`config.mk`:
```
export PLATFORM = sky130hd
export DESIGN_NAME = pipeline_regfile
export DESIGN_NICKNAME = d
export VERILOG_FILES = /design/src/rtl/pipeline_regfile.sv
export SDC_FILE = /design/constraint.sdc
export NUM_CORES = 2
export LEC_CHECK = 0
export CAP_MARGIN = 20
export CORE_AREA = 2 2 421 423
export DETAILED_ROUTE_END_ITERATION = 7
export DIE_AREA = 0 0 423 425
export PLACE_DENSITY = 0.47
export REMOVE_ABC_BUFFERS = 1
export SLEW_MARGIN = 0
export SYNTH_ARGS = -nofsm -noshare
export SYNTH_HDL_FRONTEND = slang
export SYNTH_SLANG_ARGS = --single-unit
```
`constraint.sdc`:
```
create_clock -name clock -period 45.3 [get_ports clock]
set_input_delay 11.325 -clock clock [delete_from_list [all_inputs] [get_ports clock]]
set_output_delay 11.325 -clock clock [all_outputs]
set_load 0.05 [all_outputs]
```
`src/rtl/pipeline_regfile.sv`:
```
// pipeline_regfile -- architectural register file with an issue/writeback
// scoreboard and a stack-pointer based end-of-program detector.
//
// Optional feature macro: REGFILE_BYPASS_EN
//   defined   -> a read that hits the same-cycle writeback returns data_rd
//   undefined -> reads return stored values only
//
// Ports:
//   clock, reset             rising-edge clock, async active-high reset
//   addr_rs1/addr_rs2        read addresses
//   data_rs1/data_rs2        combinational read data
//   rs1_busy/rs2_busy        stored busy bit of the addressed register
//   write_enable/addr_rd/data_rd   writeback port
//   issue_valid/issue_rd     marks issue_rd busy on the next edge
//   pending_count            population count of busy bits (registered)
//   halt                     sticky end-of-program flag

// One architectural register plus its scoreboard bit.
module regfile_entry #(
    parameter int              XLEN    = 32,
    parameter logic [XLEN-1:0] RST_VAL = '0
) (
    input  logic            clock,
    input  logic            reset,
    input  logic            wr_en,
    input  logic [XLEN-1:0] wr_data,
    input  logic            set_busy,
    input  logic            clr_busy,
    output logic [XLEN-1:0] value,
    output logic            busy,
    output logic            busy_next
);
    // Issue takes priority over writeback so a same-cycle reissue keeps
    // the register reserved for the younger instruction.
    assign busy_next = set_busy | (busy & ~clr_busy);

    always_ff @(posedge clock or posedge reset) begin
        if (reset) begin
            value <= RST_VAL;
            busy  <= 1'b0;
        end else begin
            if (wr_en)
                value <= wr_data;
            busy <= busy_next;
        end
    end
endmodule

module pipeline_regfile #(
    parameter int                XLEN    = 32,
    parameter int                NREGS   = 32,
    parameter int                SP_IDX  = 2,
    parameter logic [XLEN-1:0]   SP_INIT = 32'h0100_0000,
    parameter int                AW      = $clog2(NREGS)
) (
    input  logic            clock,
    input  logic            reset,
    input  logic [AW-1:0]   addr_rs1,
    input  logic [AW-1:0]   addr_rs2,
    output logic [XLEN-1:0] data_rs1,
    output logic [XLEN-1:0] data_rs2,
    output logic            rs1_busy,
    output logic            rs2_busy,
    input  logic            write_enable,
    input  logic [AW-1:0]   addr_rd,
    input  logic [XLEN-1:0] data_rd,
    input  logic            issue_valid,
    input  logic [AW-1:0]   issue_rd,
    output logic [AW:0]     pending_count,
    output logic            halt
);
    logic [NREGS-1:0][XLEN-1:0] regs;
    logic [NREGS-1:0]           busy;
    logic [NREGS-1:0]           busy_nxt;

    // Register storage: x0 is hard-wired, every other index gets an entry.
    genvar i;
    generate
        for (i = 0; i < NREGS; i++) begin : g_reg
            if (i == 0) begin : g_zero
                assign regs[i]     = '0;
                assign busy[i]     = 1'b0;
                assign busy_nxt[i] = 1'b0;
            end else begin : g_ent
                logic wr_hit;
                logic is_hit;
                assign wr_hit = write_enable && (addr_rd == AW'(i));
                assign is_hit = issue_valid  && (issue_rd == AW'(i));
                regfile_entry #(
                    .XLEN    (XLEN),
                    .RST_VAL ((i == SP_IDX) ? SP_INIT : {XLEN{1'b0}})
                ) u_ent (
                    .clock     (clock),
                    .reset     (reset),
                    .wr_en     (wr_hit),
                    .wr_data   (data_rd),
                    .set_busy  (is_hit),
                    .clr_busy  (wr_hit),
                    .value     (regs[i]),
                    .busy      (busy[i]),
                    .busy_next (busy_nxt[i])
                );
            end
        end
    endgenerate

    // pending_count is registered from the next-state busy vector so it
    // always matches busy[] on the same edge.
    logic [AW:0] cnt_nxt;
    always_comb begin
        cnt_nxt = '0;
        for (int k = 0; k < NREGS; k++)
            cnt_nxt = cnt_nxt + {{AW{1'b0}}, busy_nxt[k]};
    end

    always_ff @(posedge clock or posedge reset) begin
        if (reset)
            pending_count <= '0;
        else
            pending_count <= cnt_nxt;
    end

    // Read ports
    logic wb_live;
    assign wb_live = write_enable && (addr_rd != '0);

    always_comb begin
        data_rs1 = regs[addr_rs1];
        data_rs2 = regs[addr_rs2];
`ifdef REGFILE_BYPASS_EN
        if (wb_live && (addr_rd == addr_rs1))
            data_rs1 = data_rd;
        if (wb_live && (addr_rd == addr_rs2))
            data_rs2 = data_rd;
`endif
    end

    assign rs1_busy = busy[addr_rs1];
    assign rs2_busy = busy[addr_rs2];

    // Halt detector: the first SP write (the prologue's adjust) arms it,
    // a later write restoring SP to its reset value marks program end.
    typedef enum logic [1:0] {
        S_IDLE,
        S_ARMED,
        S_HALTED
    } state_t;

    state_t state;
    logic   sp_wr;
    logic   sp_restore;

    assign sp_wr      = wb_live && (addr_rd == AW'(SP_IDX));
    assign sp_restore = sp_wr && (data_rd == SP_INIT);

    always_ff @(posedge clock or posedge reset) begin
        if (reset) begin
            state <= S_IDLE;
            halt  <= 1'b0;
        end else begin
            case (state)
                S_IDLE: begin
                    if (sp_wr)
                        state <= S_ARMED;
                    halt <= 1'b0;
                end
                S_ARMED: begin
                    if (sp_restore) begin
                        state <= S_HALTED;
                        halt  <= 1'b1;
                    end else begin
                        halt  <= 1'b0;
                    end
                end
                S_HALTED: begin
                    state <= S_HALTED;
                    halt  <= 1'b1;
                end
                default: begin
                    state <= S_IDLE;
                    halt  <= 1'b0;
                end
            endcase
        end
    end

    // Unused by the datapath when the bypass is compiled out.
    logic unused_wb;
    assign unused_wb = wb_live;
endmodule

```
==> qor.csv <==
stage,metric,value,unit
yosys,synth-edff-count,0,
cts,clk_latency,750,ps
routing,dr_wl_met3,8640,um
routing,drc_errors,0,
yosys,seq_area_frac_synth,0.462,
yosys,avgSynthCellArea,14.3,sq um
cts,postCtsSetupRepairBufs,0,
cells_and_area,mostFrequentLayoutCell,mux2_2,
floorplanning,rows,154,
timing,fmax,0.0366,GHz
cts,clock-sinks,1032,
timing,min_period_over_period,0.604,
cts,cts_resized,0,
cells_and_area,layout-drive-gt1-share,0.470,
power,irDropWorstVdd,0.000134,V
timing,slew_headroom,0.244,
routing,routed-wl-met2,92600,um
cts,cts.htree.levels,3,
cts,cts_tree,done,
global_route,grt_max_degree,117,
cts,cts-root-buf,clkbuf_16,
routing,vias,35500,
yosys,yosys_warnings,0,
cts,cts_made_buffers,119,
placement,placed_cell_area,59500,sq um
cells_and_area,synthToLayoutAreaGrowth,13.6,%
status,status,finished clean,
cells_and_area,fill_cells,17000,
cells_and_area,finalNonFillerCells,6309,
routing,drt-total-wl,190000,um
power,leakagePower,27.7,nW
timing,worstMarginPinSlew,1130,ps
cts,hold_buffers,0,
job,maxCapViolCount,0,
yosys,synth-async-reset-ratio,1.00,
yosys,syn-cell-area,55900,sq um
routing,drt_iter0_drc,2377,
floorplanning,floorplan.initialDensity,0.319,
placement,dp.final_hpwl,104000,um
routing,ant_nets,0,
cells_and_area,fin_nets,3958,
cts,clk_pin_slew,60,ps
yosys,syn_inst,3921,
floorplanning,fp.dieArea,180000,sq um
routing,firstDrtPassIters,5,
timing,hold_viol,0,
yosys,synthFlopType,dfrtp_1,
floorplanning,die_y,425,um
cells_and_area,final_area,63500,sq um
timing,tns,0,ps
worst_setup_path,worst_setup_path_start_kind,primary input,
timing,setup_viol,0,
global_route,grtUsageTotal,0.210,
worst_hold_path,min_path_type,reg -> reg,
worst_setup_path,critPathKind,in -> out,
global_route,grt_pass1_wl,275000,um
routing,wl_met1,81500,um
global_route,first_global_vias,37400,
yosys,synth_cell_type_count,43,
worst_setup_path,arrival,16020,ps
global_route,grt_remaining_overflow,0,
global_route,antenna_found_initial,8,
timing,finClkSkew,8.67,ps
worst_setup_path,path_max_fanout,43,
worst_setup_path,cp.required,33970,ps
placement,io_buffers,128,
placement,placed_cells,6087,
routing,maxUsedRoutingLayer,met5,
yosys,synth-seq-cells,1032,
timing,slew_viol_final,0,
worst_setup_path,endpoint_kind,primary output,
routing,wl_per_cell,30.0,um
power,power.density,49.3,nW/um^2
timing,rsz0062_at_grt,false,
cts,cts.path.max_buffers,3,
floorplanning,core-area,175000,sq um
floorplanning,fp.dieW,423,um
cells_and_area,final_cell_mix,"1090 x mux2_2, 1031 x dfrtp_1, 396 x mux4_2",
floorplanning,ios,129,
routing,vias_per_cell,5.63,
timing,period_minus_slack,27350,ps
placement,gp_congestion,0.752,
==> critical path, cell delays in order <==
cell             delay, ps
buf_8                  340
buf_4                  680
buf_4                  770
buf_4                  710
mux4_2                 580
a22o_1                 260
o21ai_0                280
o21ai_1                170
clkdlybuf4s50_1        740
==> metrics by stage <==
stage | hold slack [ps] | utilization | total power [mW] | setup slack [ps]
global route | 530 | 0.362 | 3.32 | 17650
CTS | 517 | 0.362 | 3.17 | 17840
floorplan | 476 | - | 1.90 | 4930
finish | 519 | 0.362 | 3.13 | 17950
global placement | 499 | 0.339 | 2.15 | 17870
detailed placement | 503 | 0.339 | 2.17 | 17850
==> power breakdown <==
group | switching (mW) | leakage (nW) | internal (mW)
logic | 0.425 | 12.5 | 0.476
registers | 0.125 | 13.2 | 1.11
clock network | 0.411 | 2.01 | 0.581
total | 0.960 | 27.7 | 2.17
==> flip-flops by register name, indices dropped and copies added, names as in the netlist <==
name,cells
g.g_ent.u_ent.value,992
g.g_ent.u_ent.busy,31
pending_count,6
state,2
halt,1
==> path summary, 6_finish.rpt <==
path	depth (start not counted)	start	endpoint	slack, ps
min in group asynchronous	2	reset	g_reg[20].g_ent.u_ent.value[1]$_DFFE_PP0P_	11130
max reg2reg	16	g_reg[18].g_ent.u_ent.busy$_DFF_PP0_	pending_count[4]$_DFF_PP0_	39970
max in group asynchronous	6	reset	g_reg[13].g_ent.u_ent.value[6]$_DFFE_PP0P_	30210
min	1	g_reg[22].g_ent.u_ent.value[7]$_DFFE_PP0P_	g_reg[22].g_ent.u_ent.value[7]$_DFFE_PP0P_	520
max	9	addr_rs2[0]	data_rs2[26]	17950
min reg2reg	1	g_reg[22].g_ent.u_ent.value[7]$_DFFE_PP0P_	g_reg[22].g_ent.u_ent.value[7]$_DFFE_PP0P_	520
==> kinds of logic (layout without fill, tap and decap cells) <==
| kind of cell | after synthesis | after routing | synth area share |
|---|---|---|---|
| AOI/OAI and AO/OA | 505 | 505 | 0.0634 |
| xor gates and xnor gates | 3 | 3 | 0.000470 |
| adders and majority gates | 33 | 33 | 0.0105 |
| buffers and inverters | 469 | 515 | 0.0366 |
| DFF | 1032 | 1032 | 0.462 |
| muxes | 1652 | 1652 | 0.409 |
| other | 0 | 2 | 0 |
| and+or+nand+nor | 227 | 227 | 0.0178 |
==> Yosys cell counts (4+ instances only) <==
| master | instances | area [sq um] |
|---|---|---|
| o221ai_1 | 33 | 289 |
| mux2_2 | 1090 | 12300 |
| nor4_1 | 7 | 43.8 |
| buf_2 | 111 | 556 |
| nand2b_1 | 4 | 25.0 |
| inv_1 | 54 | 203 |
| nand3_1 | 9 | 45.0 |
| o22ai_1 | 33 | 206 |
| buf_1 | 44 | 165 |
| nor2_1 | 48 | 180 |
| ha_1 | 10 | 125 |
| o21ai_1 | 50 | 250 |
| a22oi_1 | 80 | 601 |
| mux4_2 | 396 | 8920 |
| nand2_1 | 128 | 480 |
| buf_4 | 27 | 203 |
| dfrtp_1 | 1031 | 25800 |
| nor2b_1 | 14 | 87.6 |
| mux2i_1 | 165 | 1650 |
| clkbuf_1 | 227 | 852 |
| a21oi_1 | 38 | 190 |
| and2_1 | 4 | 25.0 |
| fa_1 | 23 | 460 |
| o21ai_0 | 85 | 425 |
| buf_6 | 6 | 67.6 |
| o31ai_1 | 33 | 248 |
| a22o_1 | 148 | 1300 |
==> per-layer routing <==
layer | GRT usage | vias to the layer above
met1 | 0.275 | 19300
met3 | 0.0310 | 325
met2 | 0.354 | 925
met4 | 0.0766 | 2
li1 | - | 14900
met5 | 0 | -
==> area by class of cell <==
cell class,count,area [sq um],share of cell area
Multi-Input combinational cell,2420,28300,0.446
Sequential cell,1032,25800,0.407
Clock buffer,172,3520,0.0554
Tap cell,2340,2930,0.0461
Timing Repair Buffer,242,2200,0.0347
Clock inverter,47,477,0.00751
Inverter,54,210,0.00331
Antenna cell,2,5.00,0.0000788
Note: power is estimated with default switching activity, not from simulation.
